[src/rtl/control_sequencer_if.sv]
// Bus between the control sequencer and the datapath: instruction and
// memory-status inputs to the sequencer, all control strobes back out.
//
// Handshake: Mem_ready is a single-cycle qualifier from memory. The
// sequencer keeps Read high for the whole fetch-wait and advances on the
// rising edge where Mem_ready=1. There is no back-pressure on Mem_ready.
interface control_sequencer_if;
    logic [31:0] IR;
    logic        Mem_ready;
    logic        Stop;
    logic        PCout;
    logic        Zlowout;
    logic        MDRout;
    logic        Cout;
    logic        MARin;
    logic        PCin;
    logic        MDRin;
    logic        IRin;
    logic        Yin;
    logic        Zin;
    logic        IncPC;
    logic        Read;
    logic        Gra;
    logic        Grb;
    logic        Grc;
    logic        Rin;
    logic        Rout;
    logic [4:0]  operation;
    logic        Run;
    logic        Illegal;

    // Sequencer side
    modport master (
        input  IR, Mem_ready, Stop,
        output PCout, Zlowout, MDRout, Cout,
        output MARin, PCin, MDRin, IRin, Yin, Zin,
        output IncPC, Read, Gra, Grb, Grc, Rin, Rout,
        output operation, Run, Illegal
    );

    // Datapath side
    modport slave (
        output IR, Mem_ready, Stop,
        input  PCout, Zlowout, MDRout, Cout,
        input  MARin, PCin, MDRin, IRin, Yin, Zin,
        input  IncPC, Read, Gra, Grb, Grc, Rin, Rout,
        input  operation, Run, Illegal
    );
endinterface

[src/rtl/control_sequencer.sv]
// Moore fetch/decode/execute control unit driving the datapath strobes.
// Fetch is T0..T2 (with a memory wait in T1), T3D decodes the opcode,
// ALU instructions execute in T3..T5. Stop is honoured only at instruction
// boundaries; HALT is left only through Reset_n.
module control_sequencer #(
    parameter int             OPW     = 5,
    parameter logic [OPW-1:0] NOP_OP  = 5'b11010,
    parameter logic [OPW-1:0] HALT_OP = 5'b11011
) (
    input  logic                       Clock,
    input  logic                       Reset_n,
    control_sequencer_if.master        bus,
    output logic [3:0]                 o_dbg_state
);

    localparam logic [OPW-1:0] OP_ADD  = 5'b00011;
    localparam logic [OPW-1:0] OP_AND  = 5'b00101;
    localparam logic [OPW-1:0] OP_OR   = 5'b00110;
    localparam logic [OPW-1:0] OP_ROL  = 5'b01011;
    localparam logic [OPW-1:0] OP_ADDI = 5'b01100;
    localparam logic [OPW-1:0] OP_ANDI = 5'b01101;
    localparam logic [OPW-1:0] OP_ORI  = 5'b01110;

    // T1 is the first fetch-wait cycle (PC load); T1W repeats the wait
    // without PCin so the PC is not re-incremented while memory stalls.
    typedef enum logic [3:0] {
        S_RST  = 4'd0,
        S_T0   = 4'd1,
        S_T1   = 4'd2,
        S_T1W  = 4'd3,
        S_T2   = 4'd4,
        S_T3D  = 4'd5,
        S_T3   = 4'd6,
        S_T4   = 4'd7,
        S_T5   = 4'd8,
        S_HALT = 4'd9
    } state_t;

    state_t         r_state;
    state_t         w_next;
    logic [OPW-1:0] r_op;
    logic [OPW-1:0] w_opcode;
    logic           w_dec_alu_r;
    logic           w_dec_alu_i;
    logic           w_exe_alu_r;

    assign w_opcode    = bus.IR[31 -: OPW];
    assign w_dec_alu_r = (w_opcode >= OP_ADD)  && (w_opcode <= OP_ROL);
    assign w_dec_alu_i = (w_opcode >= OP_ADDI) && (w_opcode <= OP_ORI);
    assign w_exe_alu_r = (r_op >= OP_ADD) && (r_op <= OP_ROL);
    assign o_dbg_state = r_state;

    // State register; reset forces RST so every strobe drops at once
    always_ff @(posedge Clock or negedge Reset_n) begin
        if (!Reset_n) begin
            r_state <= S_RST;
        end else begin
            r_state <= w_next;
        end
    end

    // Opcode captured at decode so T4 uses a stable copy of the instruction
    always_ff @(posedge Clock or negedge Reset_n) begin
        if (!Reset_n) begin
            r_op <= '0;
        end else if (r_state == S_T3D) begin
            r_op <= w_opcode;
        end
    end

    // Next-state and strobe decode from the current state
    always_comb begin
        w_next        = r_state;
        bus.PCout     = 1'b0;
        bus.Zlowout   = 1'b0;
        bus.MDRout    = 1'b0;
        bus.Cout      = 1'b0;
        bus.MARin     = 1'b0;
        bus.PCin      = 1'b0;
        bus.MDRin     = 1'b0;
        bus.IRin      = 1'b0;
        bus.Yin       = 1'b0;
        bus.Zin       = 1'b0;
        bus.IncPC     = 1'b0;
        bus.Read      = 1'b0;
        bus.Gra       = 1'b0;
        bus.Grb       = 1'b0;
        bus.Grc       = 1'b0;
        bus.Rin       = 1'b0;
        bus.Rout      = 1'b0;
        bus.operation = '0;
        bus.Run       = 1'b0;
        bus.Illegal   = 1'b0;
        case (r_state)
            S_RST: begin
                w_next = S_T0;
            end
            S_T0: begin
                bus.PCout = 1'b1;
                bus.MARin = 1'b1;
                bus.IncPC = 1'b1;
                bus.Zin   = 1'b1;
                bus.Run   = 1'b1;
                w_next    = S_T1;
            end
            S_T1, S_T1W: begin
                bus.Zlowout = 1'b1;
                bus.PCin    = (r_state == S_T1);
                bus.Read    = 1'b1;
                bus.MDRin   = 1'b1;
                bus.Run     = 1'b1;
                w_next      = bus.Mem_ready ? S_T2 : S_T1W;
            end
            S_T2: begin
                bus.MDRout = 1'b1;
                bus.IRin   = 1'b1;
                bus.Run    = 1'b1;
                w_next     = S_T3D;
            end
            S_T3D: begin
                bus.Run = 1'b1;
                if (w_dec_alu_r || w_dec_alu_i) begin
                    w_next = S_T3;
                end else if (w_opcode == NOP_OP) begin
                    w_next = bus.Stop ? S_HALT : S_T0;
                end else if (w_opcode == HALT_OP) begin
                    w_next = S_HALT;
                end else begin
                    bus.Illegal = 1'b1;
                    w_next      = bus.Stop ? S_HALT : S_T0;
                end
            end
            S_T3: begin
                bus.Grb  = 1'b1;
                bus.Rout = 1'b1;
                bus.Yin  = 1'b1;
                bus.Run  = 1'b1;
                w_next   = S_T4;
            end
            S_T4: begin
                bus.Zin = 1'b1;
                bus.Run = 1'b1;
                if (w_exe_alu_r) begin
                    bus.Grc       = 1'b1;
                    bus.Rout      = 1'b1;
                    bus.operation = r_op;
                end else begin
                    bus.Cout = 1'b1;
                    case (r_op)
                        OP_ADDI: bus.operation = OP_ADD;
                        OP_ANDI: bus.operation = OP_AND;
                        OP_ORI:  bus.operation = OP_OR;
                        default: bus.operation = '0;
                    endcase
                end
                w_next = S_T5;
            end
            S_T5: begin
                bus.Zlowout = 1'b1;
                bus.Gra     = 1'b1;
                bus.Rin     = 1'b1;
                bus.Run     = 1'b1;
                w_next      = bus.Stop ? S_HALT : S_T0;
            end
            S_HALT: begin
                w_next = S_HALT;
            end
            default: begin
                w_next = S_T0;
            end
        endcase
    end

endmodule

[src/flat_wrapper.sv]
// flat-port wrapper written by rule: the top's interface ports become plain ports
module control_sequencer_flat 
#(
    parameter int             OPW     = 5,
    parameter logic [OPW-1:0] NOP_OP  = 5'b11010,
    parameter logic [OPW-1:0] HALT_OP = 5'b11011
)
  (Clock, Reset_n, o_dbg_state, bus_IR, bus_Mem_ready, bus_Stop, bus_PCout, bus_Zlowout, bus_MDRout, bus_Cout, bus_MARin, bus_PCin, bus_MDRin, bus_IRin, bus_Yin, bus_Zin, bus_IncPC, bus_Read, bus_Gra, bus_Grb, bus_Grc, bus_Rin, bus_Rout, bus_operation, bus_Run, bus_Illegal);
  control_sequencer_if bus_i ();
  input  logic Clock;
  input  logic Reset_n;
  output logic [3:0] o_dbg_state;
  input wire logic [$bits(bus_i.IR)-1:0] bus_IR;
  input wire logic [$bits(bus_i.Mem_ready)-1:0] bus_Mem_ready;
  input wire logic [$bits(bus_i.Stop)-1:0] bus_Stop;
  output wire logic [$bits(bus_i.PCout)-1:0] bus_PCout;
  output wire logic [$bits(bus_i.Zlowout)-1:0] bus_Zlowout;
  output wire logic [$bits(bus_i.MDRout)-1:0] bus_MDRout;
  output wire logic [$bits(bus_i.Cout)-1:0] bus_Cout;
  output wire logic [$bits(bus_i.MARin)-1:0] bus_MARin;
  output wire logic [$bits(bus_i.PCin)-1:0] bus_PCin;
  output wire logic [$bits(bus_i.MDRin)-1:0] bus_MDRin;
  output wire logic [$bits(bus_i.IRin)-1:0] bus_IRin;
  output wire logic [$bits(bus_i.Yin)-1:0] bus_Yin;
  output wire logic [$bits(bus_i.Zin)-1:0] bus_Zin;
  output wire logic [$bits(bus_i.IncPC)-1:0] bus_IncPC;
  output wire logic [$bits(bus_i.Read)-1:0] bus_Read;
  output wire logic [$bits(bus_i.Gra)-1:0] bus_Gra;
  output wire logic [$bits(bus_i.Grb)-1:0] bus_Grb;
  output wire logic [$bits(bus_i.Grc)-1:0] bus_Grc;
  output wire logic [$bits(bus_i.Rin)-1:0] bus_Rin;
  output wire logic [$bits(bus_i.Rout)-1:0] bus_Rout;
  output wire logic [$bits(bus_i.operation)-1:0] bus_operation;
  output wire logic [$bits(bus_i.Run)-1:0] bus_Run;
  output wire logic [$bits(bus_i.Illegal)-1:0] bus_Illegal;
  assign bus_i.IR = bus_IR;
  assign bus_i.Mem_ready = bus_Mem_ready;
  assign bus_i.Stop = bus_Stop;
  assign bus_PCout = bus_i.PCout;
  assign bus_Zlowout = bus_i.Zlowout;
  assign bus_MDRout = bus_i.MDRout;
  assign bus_Cout = bus_i.Cout;
  assign bus_MARin = bus_i.MARin;
  assign bus_PCin = bus_i.PCin;
  assign bus_MDRin = bus_i.MDRin;
  assign bus_IRin = bus_i.IRin;
  assign bus_Yin = bus_i.Yin;
  assign bus_Zin = bus_i.Zin;
  assign bus_IncPC = bus_i.IncPC;
  assign bus_Read = bus_i.Read;
  assign bus_Gra = bus_i.Gra;
  assign bus_Grb = bus_i.Grb;
  assign bus_Grc = bus_i.Grc;
  assign bus_Rin = bus_i.Rin;
  assign bus_Rout = bus_i.Rout;
  assign bus_operation = bus_i.operation;
  assign bus_Run = bus_i.Run;
  assign bus_Illegal = bus_i.Illegal;
  control_sequencer #(.OPW(OPW), .NOP_OP(NOP_OP), .HALT_OP(HALT_OP)) u_core (.Clock(Clock), .Reset_n(Reset_n), .bus(bus_i), .o_dbg_state(o_dbg_state));
endmodule
[config.mk]
export PLATFORM = sky130hd
export DESIGN_NAME = control_sequencer_flat
export DESIGN_NICKNAME = d
export VERILOG_FILES = /design/src/rtl/control_sequencer_if.sv /design/src/rtl/control_sequencer.sv /design/src/flat_wrapper.sv
export SDC_FILE = /design/constraint.sdc
export NUM_CORES = 1
export LEC_CHECK = 0
export BUFFER_PORTS_ARGS = -buffer_cell sky130_fd_sc_hd__buf_4
export CAP_MARGIN = 20
export CORE_ASPECT_RATIO = 1.4
export CORE_MARGIN = 2
export CORE_UTILIZATION = 30
export CTS_CLUSTER_DIAMETER = 60
export CTS_CLUSTER_SIZE = 25
export DETAILED_ROUTE_END_ITERATION = 10
export HOLD_SLACK_MARGIN = 0.05
export SLEW_MARGIN = 25
export SYNTH_ARGS = -nofsm -noshare
export SYNTH_HDL_FRONTEND = slang
export SYNTH_SLANG_ARGS = --single-unit
[constraint.sdc]
create_clock -name Clock -period 1.5 [get_ports Clock]
set_input_delay 0 -clock Clock [delete_from_list [all_inputs] [get_ports Clock]]
set_output_delay 0 -clock Clock [all_outputs]
set_load 0.1 [all_outputs]
# == Word-level counts from Yosys, hierarchy flattened ==
# Cells that the tools add are included.
# W data, S select, Z words.
# op_classes
n_lt_le_gt_ge,6
eq_ne,14
mux,27
n_reduce_logical,8
# op_table
op,n
$pmux W4 S8,1
$mux W1,17
$eq A4 B3 Y1 const B,4
$mux W4,4
$eq A5 B4 Y1 const B,3
$le A5 B4 Y1 const B,3
$eq A5 B5 Y1 const B,2
$ge A5 B2 Y1 const B,2
$mux W5,2
$pmux W3 S3,1
$eq A4 B2 Y1 const B,2
$eq A4 B4 Y1 const B,2
$reduce_or A8 Y1,1
$ge A5 B4 Y1 const B,1
$eq A4 B1 Y1 const B,1
$reduce_or A2 Y1,2
$logic_and A1 B1 Y1,3
$mux W3,1
$reduce_or A3 Y1,1
$pmux W1 S2,1
$logic_or A1 B1 Y1,1
# totals
regBits,9
in_bits,36
out_inout_bits,28
elab_cells,57

# == Longest topological paths before layout ==
# Gate-level depths: netlist (run 1).
# depth
ltp_word,5
ltp_mapped,5
mapped_depth_nobuf,3

# == Worst setup path after synthesis (run 1) ==
# Ideal clock, no wire load.
# synth_path
path_type,register to output
start,"register u_core.r_state[0], in the netlist u_core.o_dbg_state[0]"
end,output port bus_Zin
t_arrival_ns,4.309
t_required_ns,1.500
path_slack_ns,-2.809
path_stages_with_launch,4
path_buffers,0
path_cell_list,dfrtp_1 nand2b_1 nor3_1 nand2b_1
# synth_via
elab_chain_len,3
word_cells_on_any_way,4
cone_classes,eq/ne: 2; mux: 1; reduce/logical: 1
# synth_lines
item,line,source
start: declaration,control_sequencer.sv:39,state_t r_state;
start signal: assignment,control_sequencer.sv:58,r_state <= w_next;
$eq A4 B1 Y1 or $eq A4 B3 Y1 (tied branches),control_sequencer.sv:94,case (r_state)
$reduce_or A2 Y1 (no line) (*),--,
$mux W1 (*),control_sequencer.sv:94,
end: declaration,flat_wrapper.sv:25,output wire logic [$bits(bus_i.Zin)-1:0] bus_Zin;
# Every way passes the cells marked *; elsewhere a longest branch is shown, timed or not.

# == Worst setup path after layout (run 1) ==
# layout_path
start,"register u_core.r_state[3], in the netlist u_core.o_dbg_state[3]"
end,output port bus_operation[2]
# layout_via
elab_chain_len,2
# layout_lines
item,line,source
$eq A4 B3 Y1,control_sequencer.sv:94,
$mux W5,control_sequencer.sv:94,
end: declaration,flat_wrapper.sv:33,output wire logic [$bits(bus_i.operation)-1:0] bus_operation;
# No other way between the ends.

==> flow_summary.yaml, run 1 <==
run_status:
  status: "finished with violations"
  violations: "negative setup slack"
worst_setup_path:
  cp_top_family: "flip-flops"
  crit_slowest_cell: "dfrtp_4"
  cpPeakStageDelay_ps: 490
  cp_cell_sequence: "and2b_2 -> nand3_4 -> a2111oi_4 -> buf_6"
  cp.required_ps: 1500
  start_kind: "register"
  path_max_fanout: 3
  cp-end-kind: "output pin"
  crit_buf_inv: 1
  cp.arrival_ps: 1670
  path_class: "register to output pin"
synthesis:
  syn-instance-count: 94
  synth_fp_nets: 130
  yosysSeqAreaShare_pct: 27.8
  avgSynthCellArea_sq_um: 8.63
  yosys_register_bits: 9
  yosys.cell_types.count: 37
  syn_area_sq_um: 811
  yosysWarningCount: 0
clocking:
  clk_latency_ps: 250
  cts_tree: "built"
  cts_buffer_depth: 2
  clkTransAtPathRegs_ps: 60
  cts-root-buf: "clkbuf_4"
  cts.sinks: 9
  htree_levels: 1
  cts_buffers: 3
die:
  core-area_sq_um: 2590
  die_y_microns: 65.5
  rows: 22
  start_util_pct: 31.3
  fp.dieArea_sq_um: 3140
  die_w_microns: 47.9
  ios: 64
routing:
  firstDrtPassIters: 4
  via_per_inst: 4.84
  drtIter0Drc: 8
  drc: 0
  drt-total-wl_microns: 2720
  ant_nets: 0
  wire_per_inst_microns: 13.9
  vias: 948
timing:
  max_freq_ghz: 0.598
  slew_viol_final: 0
  skew_ps: 1.46
  period_share_pct: 111
  finalSetupViolCount: 24
  final.setup.worst_slack_ps: -171
  setup_tns_ps: -2140
  hold_violations: 0
  rsz0062_at_grt: "true"
  whs_ps: 76.6
  min_period_ps: 1670
finish:
  drive_gt1_share_pct: 68.1
  fin_area_sq_um: 1950
  finalNetCount: 197
  syn2layout_area_growth_pct: 141
  diodes: 0
grt:
  grt_max_degree: 15
  antenna_found_initial: 0
  grt_usage_pct: 18.7
  met1_usage_pct: 19.2
  use_met2_pct: 34.5
  grt.busiest_layer: "met2"
  grt.met3_usage_pct: 1.92
  grt_pass1_vias: 951
  grt_pass1_wl_microns: 4170
  grt_remaining_overflow: 0
placement:
  post_dp_cell_area_sq_um: 1300
  io_buffers: 35
  place_ws_ps: 1.72
  gp_congestion: 0.715
  place_hpwl_microns: 1700
flow_run:
  maxCapViolCount: 0
min_path:
  hold_path.class: "input pin to register"
==> worst register-to-register path, stage by stage, from the launching register on <==
cell	delay, ps
dfrtp_4	490
buf_6	120
nand2b_4	140
or2_4	260
buf_6	140
mux2_4	290
==> cells in the mapped netlist <==
library cell	count	share of area, %
dfrtp_1	9	28
buf_4	8	7.4
nor3_1	8	4.9
inv_1	7	3.2
nand2b_1	6	4.6
nor2_1	5	2.3
a31oi_1	4	3.1
o21ai_0	4	2.5
mux2_4	3	5.6
a211o_1	2	2.2
a21o_1	2	1.9
a21oi_1	2	1.2
and3_1	2	1.5
buf_6	2	2.8
clkbuf_1	2	0.93
nand3_1	2	1.2
nand3b_1	2	1.9
o211ai_1	2	1.9
o21ai_1	2	1.2
or3_1	2	1.5
xnor2_1	2	2.2
a2111oi_4	1	3.4
a211oi_1	1	0.93
a221o_1	1	1.2
a311oi_1	1	1.1
and2_1	1	0.77
and2b_1	1	0.93
buf_2	1	0.62
conb_1	1	0.46
nand2_1	1	0.46
nand2b_4	1	1.7
nand3_2	1	1.2
nand4_1	1	0.77
nand4b_1	1	1.1
nor2b_1	1	0.77
o311ai_2	1	2.0
or2_1	1	0.77
==> cell type report <==
| cell class | count | area [sq um] |
|---|---|---|
| multi-input cells | 65 | 682 |
| well taps | 36 | 45.0 |
| fillers | 174 | 636 |
| flip-flops and latches | 9 | 240 |
| inverters | 7 | 30.0 |
| clock buffers | 4 | 26.3 |
| repair buffers | 75 | 928 |
==> cell families (layout without fill, tap and decap cells) <==
kind of cell | count (synthesis) | after routing | share of synthesized area [%]
other | 1 | 1 | 0.463
flip-flops | 9 | 9 | 27.8
AO/OA/AOI/OAI | 23 | 23 | 22.5
XOR/XNOR | 2 | 2 | 2.16
AND/OR/NAND/NOR | 36 | 36 | 26.5
buffers and inverters | 20 | 86 | 15.0
multiplexers | 3 | 3 | 5.56
==> routing by layer <==
| layer | share of wire, % | wire [microns] |
|---|---|---|
| met5 | 0 | 0 |
| met4 | 2.8 | 75 |
| met3 | 3.3 | 90 |
| met2 | 59 | 1610 |
| met1 | 35 | 946 |
==> through the flow <==
step	cells	util, %
2_1_floorplan	94	-
3_3_place_gp	167	50.3
3_5_place_dp	167	50.3
4_1_cts	189	69.1
5_1_grt	196	75.4
6_report	196	75.4
==> sequential cells by signal, indices dropped and copies added, names as in the netlist <==
signal              count
u_core.r_op             5
u_core.o_dbg_state      4
==> worst paths after layout <==
check,start,end,slack (ps),cells past startpoint
min in group asynchronous,Reset_n,u_core.r_op[1],100,2
setup reg to reg,u_core.o_dbg_state[3],u_core.r_op[0],-60,5
max in group asynchronous,Reset_n,u_core.o_dbg_state[0],1250,2
hold reg to reg,u_core.r_op[0],u_core.r_op[0],590,1
setup / recovery,u_core.o_dbg_state[3],bus_operation[2],-170,4
hold / removal,bus_IR[31],u_core.r_op[4],80,3
==> layout by cell type (no fill, tap or decap), types with 2 or more instances in the layout <==
cell,count
buf_6,20
mux2_4,3
nor3_4,7
o21ai_0,4
o211ai_1,2
dfrtp_1,5
dfrtp_4,4
nor2_4,3
nor2_1,2
buf_12,21
buf_8,2
buf_4,27
nand2b_4,5
a211o_1,2
a21o_1,2
a31oi_1,3
clkbuf_4,3
nand3b_1,2
nand2b_1,2
inv_1,6
and3_1,2
nand3_1,2
dlygate4sd3_1,5
o21ai_1,2
==> what timing repair did <==
action                                 CTS  global route
hold buffers                             5             0
setup endpoints to repair               23            23
setup buffers                           14            10
endpoints found under the hold margin   13             0
pin swaps                               10            10
gates resized for setup                 71            27
Power of run 1 is not shown: default switching activity piles up to over one toggle a cycle in this logic, so the estimate is an artifact.
==> inputs of run 2 (changes only) <==
--- a/config.mk
+++ b/config.mk
@@ -5,7 +5,7 @@
 export SDC_FILE = /design/constraint.sdc
 export NUM_CORES = 1
 export LEC_CHECK = 0
-export BUFFER_PORTS_ARGS = -buffer_cell sky130_fd_sc_hd__buf_4
+export BUFFER_PORTS_ARGS = -buffer_cell sky130_fd_sc_hd__buf_2
 export CAP_MARGIN = 20
 export CORE_ASPECT_RATIO = 1.4
 export CORE_MARGIN = 2
==> run 2 against run 1 <==
  * The run still ends with negative setup slack left
  * Worst hold slack got worse by 1.7 ps
  * Sequential share of layout area increased by 0.79 points
  * Via count is 1.8% lower
  * Critical path depth increased by 1
  * Worst setup slack improved by 32 ps
  * Count of clock-buffer cells in the layout unchanged
  * Sequential cell count stayed put
  * Die area unchanged
  * Design area is 4.6% lower
  * Final cell count fell by 4.1%
  * Core utilization down 3.4 points
  * Global-route usage shrank 0.82 points
==> flow_summary.yaml, run 2 (synthesis gave the netlist of run 1 again) <==
grt:
  grt_usage_pct: 17.8
  grt_pass1_wl_microns: 4050
  grt_max_degree: 15
  grt_remaining_overflow: 0
  grt_pass1_vias: 860
  antenna_found_initial: 0
timing:
  final.setup.worst_slack_ps: -140
  min_period_ps: 1640
  whs_ps: 74.9
  skew_ps: 0.915
  slew_viol_final: 0
  rsz0062_at_grt: "true"
  hold_violations: 0
  finalSetupViolCount: 20
  period_share_pct: 109
  max_freq_ghz: 0.610
routing:
  drc: 0
  drtIter0Drc: 23
  drt-total-wl_microns: 2590
  wire_per_inst_microns: 13.8
  vias: 931
  firstDrtPassIters: 4
  via_per_inst: 4.95
  ant_nets: 0
die:
  rows: 22
  die_y_microns: 65.5
  core-area_sq_um: 2590
  fp.dieArea_sq_um: 3140
  start_util_pct: 31.3
  ios: 64
  die_w_microns: 47.9
clocking:
  cts_buffer_depth: 2
  cts.sinks: 9
  clkTransAtPathRegs_ps: 60
  cts_buffers: 3
  cts_tree: "built"
  cts-root-buf: "clkbuf_4"
  htree_levels: 1
  clk_latency_ps: 250
min_path:
  holdPathEnd: "u_core.r_op[2]"
  min_from: "bus_IR[29]"
  hold_depth: 3
  hold_path.class: "input pin to register"
worst_setup_path:
  reg2reg_depth: 5
  r2r-start: "u_core.o_dbg_state[3]"
  cp.required_ps: 1500
  regToRegSetupSlack_ps: -60
  path_max_fanout: 5
  path_class: "register to output pin"
  start_kind: "register"
  r2r-end: "u_core.r_op[0]"
  cp-end-kind: "output pin"
  cp.arrival_ps: 1640
finish:
  syn2layout_area_growth_pct: 130
  top_register: "u_core.r_op"
  final_common_cell: "buf_12"
  final_cell_mix: "buf_12, buf_4, buf_2"
  diodes: 0
  drive_gt1_share_pct: 69.1
  largest_reg_flops: 5
  finalNetCount: 189
placement:
  place_ws_ps: 44.7
  gp_congestion: 0.747
  io_buffers: 35
  place_hpwl_microns: 1750
flow_run:
  maxCapViolCount: 0
run_status:
  violations: "negative setup slack"
  status: "finished with violations"
run 2: cell types whose count changed in the layout (fill, tap and decap cells not counted), moves of 3 or more:
cell / before / now
buf_12: 21 / 25
buf_2: 0 / 12
buf_4: 27 / 14
buf_6: 20 / 11
dfrtp_1: 5 / 2
dfrtp_2: 0 / 3
run 2: routing by layer:
metal	part of all wire (%)	wire, microns	global-route usage [%]	vias to the layer above
li1	-	-	-	446
met1	36	938	21.4	451
met2	58	1510	30.7	28
met3	3.2	84	1.65	6
met4	2.2	57	7.43	0
met5	0	0	0	-
run 2: critical path, stage by stage (launching register included):
cell     delay (ps)
dfrtp_4         480
and2b_2         260
nand3_4         140
buf_12          170
nor3_4          140
buf_12          200
run 2: worst max path at each step:
stage	slack, ps	to	cells past startpoint	from
floorplan	-840	bus_operation[2]	4	u_core.o_dbg_state[3]
global placement	60	bus_Grc	5	u_core.o_dbg_state[3]
detailed placement	40	u_core.r_op[0]	3	u_core.o_dbg_state[1]
CTS	-160	bus_operation[0]	5	u_core.o_dbg_state[3]
global route	-210	bus_operation[2]	4	u_core.o_dbg_state[3]
finish	-140	bus_operation[0]	5	u_core.o_dbg_state[3]
run 2: cell type report:
type | instances | area (sq um)
flip-flops and latches | 9 | 244
clock buffers | 4 | 26.3
multi-input cells | 65 | 673
fillers | 199 | 724
repair buffers | 67 | 845
inverters | 7 | 30.0
well taps | 36 | 45.0
run 2: repair_timing:
item	4_1_cts	5_1_grt
setup endpoints to repair	21	27
resized for setup	15	12
gates cloned	0	0
pin swaps	8	4
setup buffers	11	5
hold endpoints to repair	12	0
hold buffers	4	0
run 2: stage by stage:
stage	TNS [ps]	std cells	util [%]	instance area, sq um
2_1_floorplan	-12180	94	-	1040
3_3_place_gp	0	164	59.9	1550
3_5_place_dp	0	164	59.9	1550
4_1_cts	-1970	183	68.7	1780
5_1_grt	-3070	188	72.0	1860
6_report	-1610	188	72.0	1860
Power of run 2 is left out for the same reason.
==> inputs of run 3 (changes only) <==
--- a/config.mk
+++ b/config.mk
@@ -14,6 +14,8 @@
 export CTS_CLUSTER_SIZE = 25
 export DETAILED_ROUTE_END_ITERATION = 10
 export HOLD_SLACK_MARGIN = 0.05
+export RECOVER_POWER = 25
+export SETUP_SLACK_MARGIN = 0.5
 export SLEW_MARGIN = 25
 export SYNTH_ARGS = -nofsm -noshare
 export SYNTH_HDL_FRONTEND = slang
==> constraint.sdc (replaced) <==
create_clock -name Clock -period 1.5 [get_ports Clock]
set_input_delay 0 -clock Clock [delete_from_list [all_inputs] [get_ports Clock]]
set_output_delay 0 -clock Clock [all_outputs]
set_load 0.02 [all_outputs]
==> run 3 against run 2 <==
  * Core utilization shrank 5.0 points
  * Maximum frequency grew 8.5%
  * First-iteration DRC count shrank 61%
  * Count of clock-buffer cells in the layout is the same
  * Global-route usage grew 0.47 points
  * The flow still finishes with violations (negative setup slack)
  * Clock skew grew 4.5 ps
  * Final cell count grew 1.6%
  * Routed wire length grew 1.3%
  * Sequential share of layout area grew 0.40 points
==> flow_summary.yaml, run 3 (synthesis gave the netlist of run 1 again) <==
routing:
  drt-total-wl_microns: 2630
  drc: 0
  via_per_inst: 4.91
  drtIter0Drc: 9
  wire_per_inst_microns: 13.8
  firstDrtPassIters: 4
  ant_nets: 0
  vias: 937
finish:
  top_register: "u_core.r_op"
  drive_gt1_share_pct: 71.6
  largest_reg_flops: 5
  syn2layout_area_growth_pct: 114
  final_common_cell: "buf_6"
  fillerInstances: 219
  final_core_util_pct: 67.0
  finalNetCount: 192
  final_cell_mix: "buf_6, buf_4, nor3_4, buf_2, dfrtp_2"
  multi_input_area_sq_um: 697
  regArea_sq_um: 234
  diodes: 0
worst_setup_path:
  path_max_fanout: 5
  cp.required_ps: 1500
  path_class: "register to output pin"
  crit_slowest_cell: "dfrtp_2"
  cp.arrival_ps: 1510
  crit_buf_inv: 1
  cp_cell_sequence: "and2_4 -> or3_4 -> nor2b_4 -> buf_6"
  cpPeakStageDelay_ps: 430
  start_kind: "register"
  cp-end-kind: "output pin"
  cp_top_family: "simple AND/OR/NAND/NOR gates"
run_status:
  violations: "negative setup slack"
  status: "finished with violations"
clocking:
  clk_latency_ps: 260
  clkTransAtPathRegs_ps: 60
  cts_tree: "built"
  htree_levels: 1
  cts_buffer_depth: 2
  cts.sinks: 9
  cts_buffers: 3
  cts-root-buf: "clkbuf_4"
grt:
  grt_pass1_vias: 913
  grt_remaining_overflow: 0
  grt_pass1_wl_microns: 4030
  grt_max_degree: 10
  grt_usage_pct: 18.3
  antenna_found_initial: 0
die:
  fp.dieArea_sq_um: 3140
  start_util_pct: 31.3
  die_y_microns: 65.5
  die_w_microns: 47.9
  ios: 64
  rows: 22
  core-area_sq_um: 2590
power:
  ir_drop_mv: 1.46
  power_density_nw_per_um2: 2410
  leakage_nw: 0.773
  power_mw: 4.18
min_path:
  hold_path.class: "input pin to register"
timing:
  final.setup.worst_slack_ps: -11.9
  skew_ps: 5.40
  whs_ps: 123
  finalSetupViolCount: 4
  max_freq_ghz: 0.661
  slew_viol_final: 0
  rsz0062_at_grt: "true"
  min_period_ps: 1510
  period_share_pct: 101
  hold_violations: 0
  setup_tns_ps: -28.0
flow_run:
  maxCapViolCount: 0
placement:
  gp_congestion: 0.801
  place_hpwl_microns: 1560
  io_buffers: 35
-- run 3: cell types whose count changed in the layout (fill, tap and decap cells not counted), sizes merged --
| cell | previous run | this run |
|---|---|---|
| buf | 63 | 64 |
| clkbuf | 4 | 5 |
| clkinvlp | 1 | 0 |
| dlygate4sd3 | 4 | 5 |
| inv | 6 | 7 |
-- run 3: power breakdown --
group | internal, mW | switching [mW]
sequential | 0.388 | 0.174
combinational | 1.82 | 1.63
clock | 0.102 | 0.0761
-- run 3: repair_timing --
item                       4_1_cts  5_1_grt
gates resized for setup         71       17
pin swaps                       11        8
gates cloned                     0        0
hold endpoints to repair        13        0
setup endpoints to repair       35       36
hold buffers                     5        0
setup buffers                   23        2
-- run 3: cell type report --
| type | instances | share of cell area (%) |
|---|---|---|
| inverter | 7 | 1.52 |
| clock buffer | 4 | 1.52 |
| sequential | 9 | 13.5 |
| multi-input combinational | 65 | 40.2 |
| timing repair buffer | 70 | 40.7 |
| tap | 36 | 2.60 |
-- run 3: final timing paths --
check	to	cells past startpoint	start	slack, ps
worst max-delay path	bus_Cout	4	u_core.r_op[3]	-10
worst min-delay path	u_core.r_op[4]	3	bus_IR[31]	120
worst max register to register	u_core.r_op[3]	5	u_core.o_dbg_state[3]	20
worst min register to register	u_core.r_op[0]	1	u_core.r_op[0]	590
max in group asynchronous	u_core.o_dbg_state[1]	2	Reset_n	980
min in group asynchronous	u_core.r_op[2]	2	Reset_n	190
-- run 3: routing by layer --
metal / track usage [%] / wire length (microns)
met3: 1.65 / 44
met1: 19.5 / 932
met2: 33.7 / 1590
met5: 0 / 0
met4: 8.11 / 65
-- run 3: through the flow --
| stage | cell area (sq um) | std cells | setup slack (ps) |
|---|---|---|---|
| 4_1_cts | 1640 | 189 | -23.0 |
| 3_3_place_gp | 1120 | 157 | 105 |
| 3_5_place_dp | 1120 | 157 | 49.7 |
| 6_report | 1730 | 191 | -11.9 |
| 5_1_grt | 1730 | 191 | -49.7 |
| 2_1_floorplan | 995 | 94 | 24.1 |
-- run 3: worst reg2reg max path: stages (launching register included) --
cell and delay, ps:
dfrtp_2 420, buf_6 120, nand2b_4 140, or2_4 260, buf_6 140, mux2_4 290
Power figures use the tool's default switching activity.
